==> src/rtl/raster_frame_capture.sv <==
// Purpose: rebuild WIDTH x HEIGHT raster frames into a double buffer and expose the last finished frame.
// Latency: read port 1 cycle; frame_done is high for the cycle after the last pixel is written.
// Backpressure: none; in_valid may gap for any number of cycles and every valid beat is consumed.
module raster_frame_capture #(
   parameter int WIDTH    = 8,
   parameter int HEIGHT   = 8,
   parameter int PIX_BITS = 4,
   parameter int CNT_BITS = 8
) (
   input  logic                       clk,
   input  logic                       rst,
   input  logic                       in_valid,
   input  logic [PIX_BITS-1:0]        pixel_data,
   input  logic                       frame_sync,
   input  logic [$clog2(WIDTH)-1:0]   rd_x,
   input  logic [$clog2(HEIGHT)-1:0]  rd_y,
   output logic [PIX_BITS-1:0]        rd_data,
   output logic                       frame_done,
   output logic [CNT_BITS-1:0]        frame_count,
   output logic                       capturing,
   output logic                       err_short,
   input  logic                       err_clr
);

   localparam int NPIX     = WIDTH * HEIGHT;
   localparam int IDX_BITS = $clog2(NPIX);

   typedef enum logic {
      IDLE    = 1'b0,
      CAPTURE = 1'b1
   } state_t;

   state_t                state_q, state_d;
   logic [IDX_BITS-1:0]   idx_q, idx_d;
   logic                  disp_sel_q;
   logic                  frame_done_q;
   logic [CNT_BITS-1:0]   frame_count_q;
   logic                  err_short_q;
   logic [PIX_BITS-1:0]   rd_data_q;

   // Two frame buffers; the one selected by disp_sel_q is display, the other is capture.
   logic [PIX_BITS-1:0]   mem_q [2][NPIX];

   logic                  wr_en;
   logic [IDX_BITS-1:0]   wr_addr;
   logic                  swap;
   logic                  err_set;
   logic                  cap_sel;
   logic [IDX_BITS-1:0]   rd_addr;

   assign cap_sel = ~disp_sel_q;
   assign rd_addr = IDX_BITS'(rd_y) * IDX_BITS'(WIDTH) + IDX_BITS'(rd_x);

   // Next-state: sync starts (or restarts) a frame, last pixel swaps buffers and returns to IDLE.
   always_comb begin
      state_d = state_q;
      idx_d   = idx_q;
      wr_en   = 1'b0;
      wr_addr = idx_q;
      swap    = 1'b0;
      err_set = 1'b0;
      if (in_valid) begin
         case (state_q)
            IDLE: begin
               if (frame_sync) begin
                  wr_en   = 1'b1;
                  wr_addr = '0;
                  idx_d   = IDX_BITS'(1);
                  state_d = CAPTURE;
               end
            end
            CAPTURE: begin
               wr_en = 1'b1;
               if (frame_sync) begin
                  // Early sync abandons the partial frame, even on the final index.
                  wr_addr = '0;
                  idx_d   = IDX_BITS'(1);
                  err_set = 1'b1;
               end else if (idx_q == IDX_BITS'(NPIX - 1)) begin
                  swap    = 1'b1;
                  idx_d   = '0;
                  state_d = IDLE;
               end else begin
                  idx_d = idx_q + IDX_BITS'(1);
               end
            end
            default: state_d = IDLE;
         endcase
      end
   end

   // State, index, buffer select, counters and sticky error.
   always_ff @(posedge clk) begin
      if (rst) begin
         state_q       <= IDLE;
         idx_q         <= '0;
         disp_sel_q    <= 1'b0;
         frame_done_q  <= 1'b0;
         frame_count_q <= '0;
         err_short_q   <= 1'b0;
      end else begin
         state_q      <= state_d;
         idx_q        <= idx_d;
         frame_done_q <= swap;
         if (swap) begin
            disp_sel_q    <= ~disp_sel_q;
            frame_count_q <= frame_count_q + CNT_BITS'(1);
         end
         if (err_set) begin
            err_short_q <= 1'b1;
         end else if (err_clr) begin
            err_short_q <= 1'b0;
         end
      end
   end

   // Framebuffer: only the capture side is ever written, so display reads stay coherent.
   always_ff @(posedge clk) begin
      if (rst) begin
         for (int b = 0; b < 2; b++) begin
            for (int a = 0; a < NPIX; a++) begin
               mem_q[b][a] <= '0;
            end
         end
      end else if (wr_en) begin
         mem_q[cap_sel][wr_addr] <= pixel_data;
      end
   end

   // Registered read from the display buffer using the select in effect before the edge.
   always_ff @(posedge clk) begin
      if (rst) begin
         rd_data_q <= '0;
      end else begin
         rd_data_q <= mem_q[disp_sel_q][rd_addr];
      end
   end

   assign rd_data     = rd_data_q;
   assign frame_done  = frame_done_q;
   assign frame_count = frame_count_q;
   assign capturing   = (state_q == CAPTURE);
   assign err_short   = err_short_q;

endmodule

==> config.mk <==
export PLATFORM = sky130hd
export DESIGN_NAME = raster_frame_capture
export DESIGN_NICKNAME = d
export VERILOG_FILES = /design/src/rtl/raster_frame_capture.sv
export SDC_FILE = /design/constraint.sdc
export NUM_CORES = 1
export LEC_CHECK = 0
export CAP_MARGIN = 40
export CORE_MARGIN = 3
export CORE_UTILIZATION = 38
export CTS_BUF_LIST = sky130_fd_sc_hd__clkbuf_16
export CTS_CLUSTER_DIAMETER = 40
export DETAILED_ROUTE_END_ITERATION = 10
export GPL_TIMING_DRIVEN = 0
export PLACE_DENSITY_LB_ADDON = 0.15
export SKIP_LAST_GASP = 1
export SYNTH_ARGS = -nofsm -noshare
export SYNTH_HDL_FRONTEND = slang
export SYNTH_SLANG_ARGS = --single-unit
==> constraint.sdc <==
create_clock -name clk -period 4.1 [get_ports clk]
set_input_delay 1.23 -clock clk [delete_from_list [all_inputs] [get_ports clk]]
set_output_delay 1.23 -clock clk [all_outputs]
set_load 0.02 [all_outputs]
# Word-level counts from Yosys, hierarchy flattened
# Memories as Yosys holds them, arrays and structs flattened. A register that Yosys moved wholly into a read port is not among the register bits.
# Cells that the tools add are included.
classes:
  mux: 35
  n_div: 0
  reduce_logical: 4
  eq_ne: 2
  bitwise: 4
  n_lt_le_gt_ge: 3
  addsub: 3
  mul: 0
  n_shift: 0
ops:
  columns: ["cell", "count"]
  rows:
  - ["$mux W256", 3]
  - ["$reduce_or A256 Y1", 1]
  - ["$mux W6", 5]
  - ["$bmux W4 S6", 1]
  - ["$demux W4 S6", 1]
  - ["$mux W1", 19]
  - ["$ge A7 B7 Y1 const B", 2]
  - ["$not A6 Y7", 2]
  - ["$mux W4", 3]
  - ["$pmux W6 S2", 1]
  - ["$add A8 B1 Y8 const B", 1]
  - ["$lt A7 B1 Y1 const B", 1]
  - ["$add A6 B1 Y6 const B", 1]
  - ["$add A6 B3 Y6", 1]
  - ["$eq A6 B6 Y1 const B", 1]
  - ["$pmux W1 S2", 2]
  - ["$ne A2 B2 Y1 const B", 1]
  - ["$not A1 Y1", 2]
  - ["$reduce_and A2 Y1", 1]
  - ["$reduce_bool A2 Y1", 1]
  - ["$logic_and A1 B1 Y1", 1]
totals:
  latchBits: 0
  ramBits: 512
  n_memories: 1
  word_cells: 59
  romBits: 0
  output_inout_bits: 15
  register_bits: 22
memory_table:
  columns: ["name", "depth", "width", "rd", "rd_clocked_by_memory_dff", "write_ports", "line_no", "source"]
  rows:
  - ["mem_q", 2, 256, 1, 1, 2, "42", "logic [PIX_BITS-1:0] mem_q [2][NPIX];"]

# Depth between registers and ports, before layout
# Gate-level depths: netlist of run 1.
logic_depth:
  depth_word: 10
  depth_mapped: 9
  depth_no_buf: 6

# Worst setup path after synthesis of run 1
# No wires, ideal clock.
synth_timing:
  path_type: "input-to-reg"
  start: "input port frame_sync"
  end: "memory mem_q[1][0] in the netlist's numbering (data pin)"
  slack_ns: 0.761
  path_stages: 6
  arrival_time_ns: 2.974
  path_buffers: 3
  path_cell_list: "buf_2 o21ai_2 nor2_1 clkbuf_1 buf_2 and2_1"
synth_rtl:
  columns: ["element", "line_no", "source"]
  rows:
  - ["from (decl)", "14", "input logic frame_sync,"]
  - ["to (decl)", "42", null]

==> results of run 1 <==
-- worst min path at each step --
| stage | startpoint | to | slack [ns] | cells past startpoint |
|---|---|---|---|---|
| after global placement | frame_count[7]$_SDFFE_PP0P_ | frame_count[7]$_SDFFE_PP0P_ | 0.51 | 2 |
| after detailed placement | frame_count[7]$_SDFFE_PP0P_ | frame_count[7]$_SDFFE_PP0P_ | 0.52 | 2 |
| after floorplan | idx_q[1]$_SDFFE_PP0N_ | idx_q[1]$_SDFFE_PP0N_ | 0.57 | 3 |
| after global routing | frame_count[7]$_SDFFE_PP0P_ | frame_count[7]$_SDFFE_PP0P_ | 0.57 | 2 |
| after CTS | frame_count[7]$_SDFFE_PP0P_ | frame_count[7]$_SDFFE_PP0P_ | 0.53 | 2 |
| final | frame_count[7]$_SDFFE_PP0P_ | frame_count[7]$_SDFFE_PP0P_ | 0.52 | 2 |
-- cells in the mapped netlist (7+ instances only) --
master    count
edfxtp_1    512
nor2_1      307
mux2i_1     174
nand2_1      85
a21oi_1      80
a22oi_1      69
a21o_1       64
buf_2        63
and3_1       61
clkbuf_1     59
mux4_2       36
nand3_1      28
and2_1       26
dfxtp_1      23
buf_4        17
mux2_2       15
nor2b_1      12
a221oi_1     11
nand4_1       9
o211ai_1      7
o221ai_1      7
or3b_2        7
-- worst min-delay path, stage by stage (launching register included) --
cell and delay, ns:
dfxtp_1 0.35, xor2_1 0.07, nor2_1 0.07
-- flip-flops by register name, summed over array words and instances (netlist names), named ones only --
| signal | cells |
|---|---|
| err_short | 1 |
| mem_q | 512 |
| rd_data | 4 |
| frame_count | 8 |
| disp_sel_q | 1 |
| idx_q | 6 |
| frame_done | 1 |
| capturing | 1 |
-- metrics by stage --
stage          setup TNS, ns  util, %
2_1_floorplan              0        -
4_1_cts                    0     45.7
3_3_place_gp         -518.62     40.6
6_report                   0     45.7
3_5_place_dp         -110.73     41.1
5_1_grt                    0     45.7
-- area by class of cell --
class,count,area (um^2)
fillers,5598,33700
repair buffers,49,528
multi-input cells,1078,7380
diodes,2,5.00
clock inverters,68,722
flip-flops and latches,535,15800
clock buffers,85,2130
plain buffers,146,709
well taps,837,1050
inverters,2,7.51
-- per-layer routing --
| layer | global-route usage, % | wire length, um |
|---|---|---|
| met1 | 35.0 | 34200 |
| met2 | 38.9 | 38000 |
| met3 | 5.22 | 8620 |
| met4 | 10.6 | 3590 |
| met5 | 0 | 0 |
-- cells by family (layout without fill, tap and decap cells) --
family	after synthesis	count (layout)	share of synthesized area, %
other	0	2	0
and+or+nand+nor	571	571	11.1
AOI/OAI and AO/OA	272	272	7.98
muxes	225	225	11.4
DFF	535	535	66.2
xor gates and xnor gates	8	8	0.293
adders and majority gates	2	2	0.105
buffers and inverters	148	350	3.00
-- power breakdown --
group	switching (uW)	total (uW)	internal [uW]	leakage, uW
logic	668	968	300	0.00372
registers	93.4	6420	6330	0.00526
clock network	2680	7140	4460	0.00141
==> results.ini, run 1 <==
[clock_tree]
cts_tree = built
htreeDepth = 3
cts_hold_buf = 0
cts_sinks = 535
postCtsSetupBuffers = 0
cts_buffers = 82
cts_resized = 0
cts_buffer_depth = 3
clockRootBuffer = clkbuf_16
clk_latency_ns = 0.62
clk_pin_slew_worst_paths_ns = 0.05

[place]
place_ws_ns = -0.396
dpl_cell_area_um2 = 25500
place_inst = 2647
place_congestion = 1.01
hpwl_um = 61400
numPortBuffers = 23

[final_layout]
finish.instance_area_um2 = 28400
final_cell_mix = 512 x edfxtp_1, 307 x nor2_1, 174 x mux2i_1, 85 x nand2_1, 85 x clkbuf_16
layout_commonest_cell = edfxtp_1
fin_cells = 2802
nNetsFinal = 1911
drive_above_1_share_pct = 17.0
syn_to_final_growth_pct = 18.5

[yosys]
ys_dominant_reg_cell = edfxtp_1
async_flop_share_pct = 0
ys_top_cells_by_area = edfxtp_1 64%, mux2i_1 7.3%, nor2_1 4.8%
synth_edf_count = 512
synth-seq-cells = 535
synth_top_area_share_pct = 64.3
synth.distinct_cells = 58
syn-mean-instance-area_um2 = 13.6
synthCells = 1761
netlist_area_um2 = 23900
yosys.area.top_type = edfxtp_1
yosysSeqAreaShare_pct = 66.2
yosysWarningCount = 0
syn_nets = 1778

[die]
die-area_um2 = 66000
rows = 91
io_pins = 30
start_util_pct = 38.6
coreArea_um2 = 62100
dieWidth_um = 257
die_h_um = 257

[timing]
finalWorstSetupSlack_ns = 0.0674
holdWs_ns = 0.524
grt_setup_unrepaired = no
drv_slew = 0
post-route-period-util_pct = 98.4
setup_violations = 0
timing.fmax_mhz = 248
hold_viol = 0
worst_pin_slew_ns = 1.00
maxSlewHeadroom_pct = 33.0
finalCriticalPeriod_ns = 4.03
finClkSkew_ns = 0.0221

[setup_path]
worstPathCellList = clkdlybuf4s50_1 > buf_2 > o21ai_2 > nor2_1 > clkbuf_1 > buf_2 > and2_2 > buf_12
critPathTopFamily = buffers and inverters
rr_worst_depth = 6
cp_common_cell = buf_2
cp.required_ns = 4.52
rrSetupSlack_ns = 0.88
worstSetupPathType = in -> reg
slowest_stage = and2_2
critPathCaptureType = flip-flop
crit_arrival_ns = 4.45
r2r-end = mem_q[1][79]$_DFFE_PP_
crit_end = mem_q[1][79]$_DFFE_PP_
critPathLaunchType = input port
cp_num_buf_inv = 5
reg2reg_from = capturing$_SDFFE_PP0P_
cp_max_fo = 36
max_stage_delay_ns = 0.66
crit_cells = 8
startpoint = frame_sync

[power_and_ir_drop]
ir_drop_v = 0.000301
power_density_nw_per_um2 = 512
p_leak_uw = 0.0104
total_power_uw = 14500

[route]
wl_per_cell_um = 30.1
num_vias = 16500
via_per_inst = 5.88
wl_um = 84300
ant_nets = 0
drtIter0Drc = 2228
first_pass_iters = 5
drc_errors = 0

[grt]
antenna_found_initial = 3
grt_pass1_wl_um = 118000
grt_max_degree = 64
track_usage_pct = 25.3
overflow = 0
grt_pass1_vias = 16000

[hold_path]
worstHoldPathType = reg -> reg

[flow_run]
drv_cap = 0

[outcome]
outcome = finished, final reports clean

(Power assumes the default switching activity.)
==> inputs of run 2 (changes only) <==
Settings changed: CAP_MARGIN 40 to unset, GPL_ROUTABILITY_DRIVEN set to 0.
Clock period 4.1 ns to 3.65 ns, I/O delays scaled along.
==> results.ini, run 2 (synthesis gave the netlist of run 1 again) <==
[power_and_ir_drop]
p_int_uw = 11400  ; was 11,100 uW
total_power_uw = 15100  ; was 14,500 uW
swShare_pct = 24.6  ; was 23.7%
seqPwrFrac_pct = 47.8  ; was 44.2%
ir_drop_v = 0.000355  ; was 0.000301 V
p_leak_uw = 0.0100  ; was 0.0104 uW
pwr-share-comb_pct = 7.1  ; was 6.7%
clkPwrFrac_pct = 45.0  ; was 49.1%
power_density_nw_per_um2 = 545  ; was 512 nW/um^2
switching_power_uw = 3710  ; was 3440 uW

[setup_path]
critPathCaptureType = flip-flop  ; unchanged
cp.required_ns = 4.04  ; was 4.52 ns
worstSetupPathType = in -> reg  ; unchanged
cp_common_cell = buf_2  ; unchanged
crit_end = mem_q[0][160]$_SDFFCE_PN0P_  ; was mem_q[1][79]$_DFFE_PP_
cp_max_fo = 10  ; was 36
startpoint = frame_sync  ; unchanged
r2r-end = rd_data[2]$_SDFF_PP0_  ; was mem_q[1][79]$_DFFE_PP_
rrSetupSlack_ns = 0.58  ; was 0.88 ns
crit_cells = 9  ; was 8
critPathTopFamily = buffers and inverters  ; unchanged
cp_num_buf_inv = 5  ; unchanged
worstPathCellList = clkdlybuf4s50_1 > buf_2 > o21ai_2 > nor2_2 > clkbuf_2 > buf_2 > nand2_1 > buf_2 > nor2_1  ; was clkdlybuf4s50_1 > buf_2 > o21ai_2 > nor2_1 > clkbuf_1 > buf_2 > and2_2 > buf_12
crit_arrival_ns = 4.05  ; was 4.45 ns
rr_worst_depth = 7  ; was 6
max_stage_delay_ns = 0.47  ; was 0.66 ns
critPathLaunchType = input port  ; unchanged
slowest_stage = clkdlybuf4s50_1  ; was and2_2

[grt]
grt_pass1_vias = 15900  ; was 16,000
grt_max_degree = 64  ; unchanged
top_usage_layer = met2  ; unchanged
met3_usage_pct = 5.69  ; was 5.22%
overflow = 0  ; unchanged
use_met1_pct = 34.3  ; was 35.0%
grt_pass1_wl_um = 117000  ; was 118,000 um
antenna_found_initial = 2  ; was 3
grtUsageMet2_pct = 37.7  ; was 38.9%
track_usage_pct = 25.0  ; was 25.3%

[flow_run]
drv_cap = 0  ; unchanged

[route]
wl_per_cell_um = 30.2  ; was 30.1 um
wl_um = 83400  ; was 84,300 um
ant_nets = 0  ; unchanged
drc_errors = 0  ; unchanged
via_per_inst = 5.85  ; was 5.88
drtIter0Drc = 2098  ; was 2,228
num_vias = 16100  ; was 16,500
first_pass_iters = 6  ; was 5

[place]
place_inst = 2623  ; was 2,647
hpwl_um = 59800  ; was 61,400 um
numPortBuffers = 23  ; unchanged
place_ws_ns = -1.12  ; was -0.396 ns

[timing]
grt_setup_unrepaired = no  ; unchanged
drv_slew = 0  ; unchanged
worst_pin_slew_ns = 1.36  ; was 1.00 ns
finalCriticalPeriod_ns = 3.66
finClkSkew_ns = 0.0232  ; was 0.0221 ns
finalWorstSetupSlack_ns = -0.0100  ; was 0.0674 ns
timing.fmax_mhz = 273
setup_violations = 1  ; was 0
post-route-period-util_pct = 100
maxSlewHeadroom_pct = 9.43  ; was 33.0%
holdWs_ns = 0.520  ; was 0.524 ns
hold_viol = 0  ; unchanged

[final_layout]
largest_register = mem_q  ; unchanged
final_cell_mix = 512 x edfxtp_1, 304 x nor2_1, 174 x mux2i_1, 85 x nand2_1, 80 x a21oi_1  ; was 512 x edfxtp_1, 307 x nor2_1, 174 x mux2i_1, 85 x nand2_1, 85 x clkbuf_16
drive_above_1_share_pct = 15.6  ; was 17.0%
multiInputGateArea_um2 = 7440  ; was 7380 um^2
fin_cells = 2758  ; was 2,802
final.fill_count = 5647  ; was 5,598
seqCellArea_um2 = 15800  ; unchanged
syn_to_final_growth_pct = 15.6  ; was 18.5%
nNetsFinal = 1878  ; was 1,911
final_util_pct = 44.6  ; was 45.7%
largest_reg_flops = 512  ; unchanged
layout_commonest_cell = edfxtp_1  ; unchanged

[clock_tree]
clockRootBuffer = clkbuf_16  ; unchanged
cts_tree = built  ; unchanged
cts_sinks = 535  ; unchanged
htreeDepth = 3  ; unchanged
cts_buffers = 73  ; was 82
clk_pin_slew_worst_paths_ns = 0.06  ; was 0.05 ns
cts_buffer_depth = 3  ; unchanged
clk_latency_ns = 0.62  ; about the same
cts_hold_buf = 0  ; unchanged

[die]
rows = 91  ; unchanged
die_h_um = 257  ; unchanged
io_pins = 30  ; unchanged
start_util_pct = 38.6  ; unchanged
coreArea_um2 = 62100  ; unchanged
dieWidth_um = 257  ; unchanged
die-area_um2 = 66000  ; unchanged

[outcome]
outcome = complete, but fails checks  ; was finished, final reports clean
violations = negative setup slack

[hold_path]
worstHoldPathType = reg -> reg  ; unchanged

## run 2: per-stage QoR
step,instance area (um^2),setup TNS [ns]
2_1_floorplan,23900,0
3_3_place_gp,25200,-853.25
3_5_place_dp,25300,-467.54
4_1_cts,27600,0
5_1_grt,27700,0
6_report,27700,-0.0100
## run 2: how the worst min path moves through the flow
stage / cells after the start / slack [ns] / start / endpoint
after CTS: 2 / 0.53 / frame_count[7]$_SDFFE_PP0P_ / frame_count[7]$_SDFFE_PP0P_
after global routing: 2 / 0.59 / frame_count[6]$_SDFFE_PP0P_ / frame_count[6]$_SDFFE_PP0P_
after floorplan: 3 / 0.57 / idx_q[1]$_SDFFE_PP0N_ / idx_q[1]$_SDFFE_PP0N_
after global placement: 2 / 0.51 / frame_count[7]$_SDFFE_PP0P_ / frame_count[7]$_SDFFE_PP0P_
final: 2 / 0.52 / frame_count[7]$_SDFFE_PP0P_ / frame_count[7]$_SDFFE_PP0P_
after detailed placement: 2 / 0.50 / frame_count[7]$_SDFFE_PP0P_ / frame_count[7]$_SDFFE_PP0P_
## run 2: cell type report
| type | instances | area share (%) |
|---|---|---|
| clock buffer | 74 | 6.69 |
| multi-input combinational | 1078 | 26.9 |
| buffer | 146 | 2.61 |
| tap | 837 | 3.79 |
| antenna | 2 | 0.0181 |
| clock inverter | 59 | 1.76 |
| inverter | 2 | 0.0271 |
| timing repair buffer | 25 | 0.977 |
| sequential | 535 | 57.2 |
## run 2: power by group through the flow
stage          clock network, uW  logic [uW]  registers, uW
2_1_floorplan                  0         616           7300
3_3_place_gp                   0        1040           7330
3_5_place_dp                   0        1060           7340
4_1_cts                     6870        1060           7210
5_1_grt                     7160        1120           7240
6_report                    6790        1080           7210
## run 2: layer usage
metal	wire, um	vias to the layer above
met4	4090	2
met5	12	-
met3	8540	176
li1	-	6869
met2	37200	936
met1	33600	8164
## run 2: tightest hold or removal path, cell delays in order, from the launching register on
cell and delay [ns]:
dfxtp_1 0.34, xor2_1 0.07, nor2_1 0.07
## run 2: repair_timing
item | CTS | global route
setup buffers | 0 | 0
setup endpoints to repair | 280 | 88
resized for setup | 5 | 21
pin swaps | 0 | 0
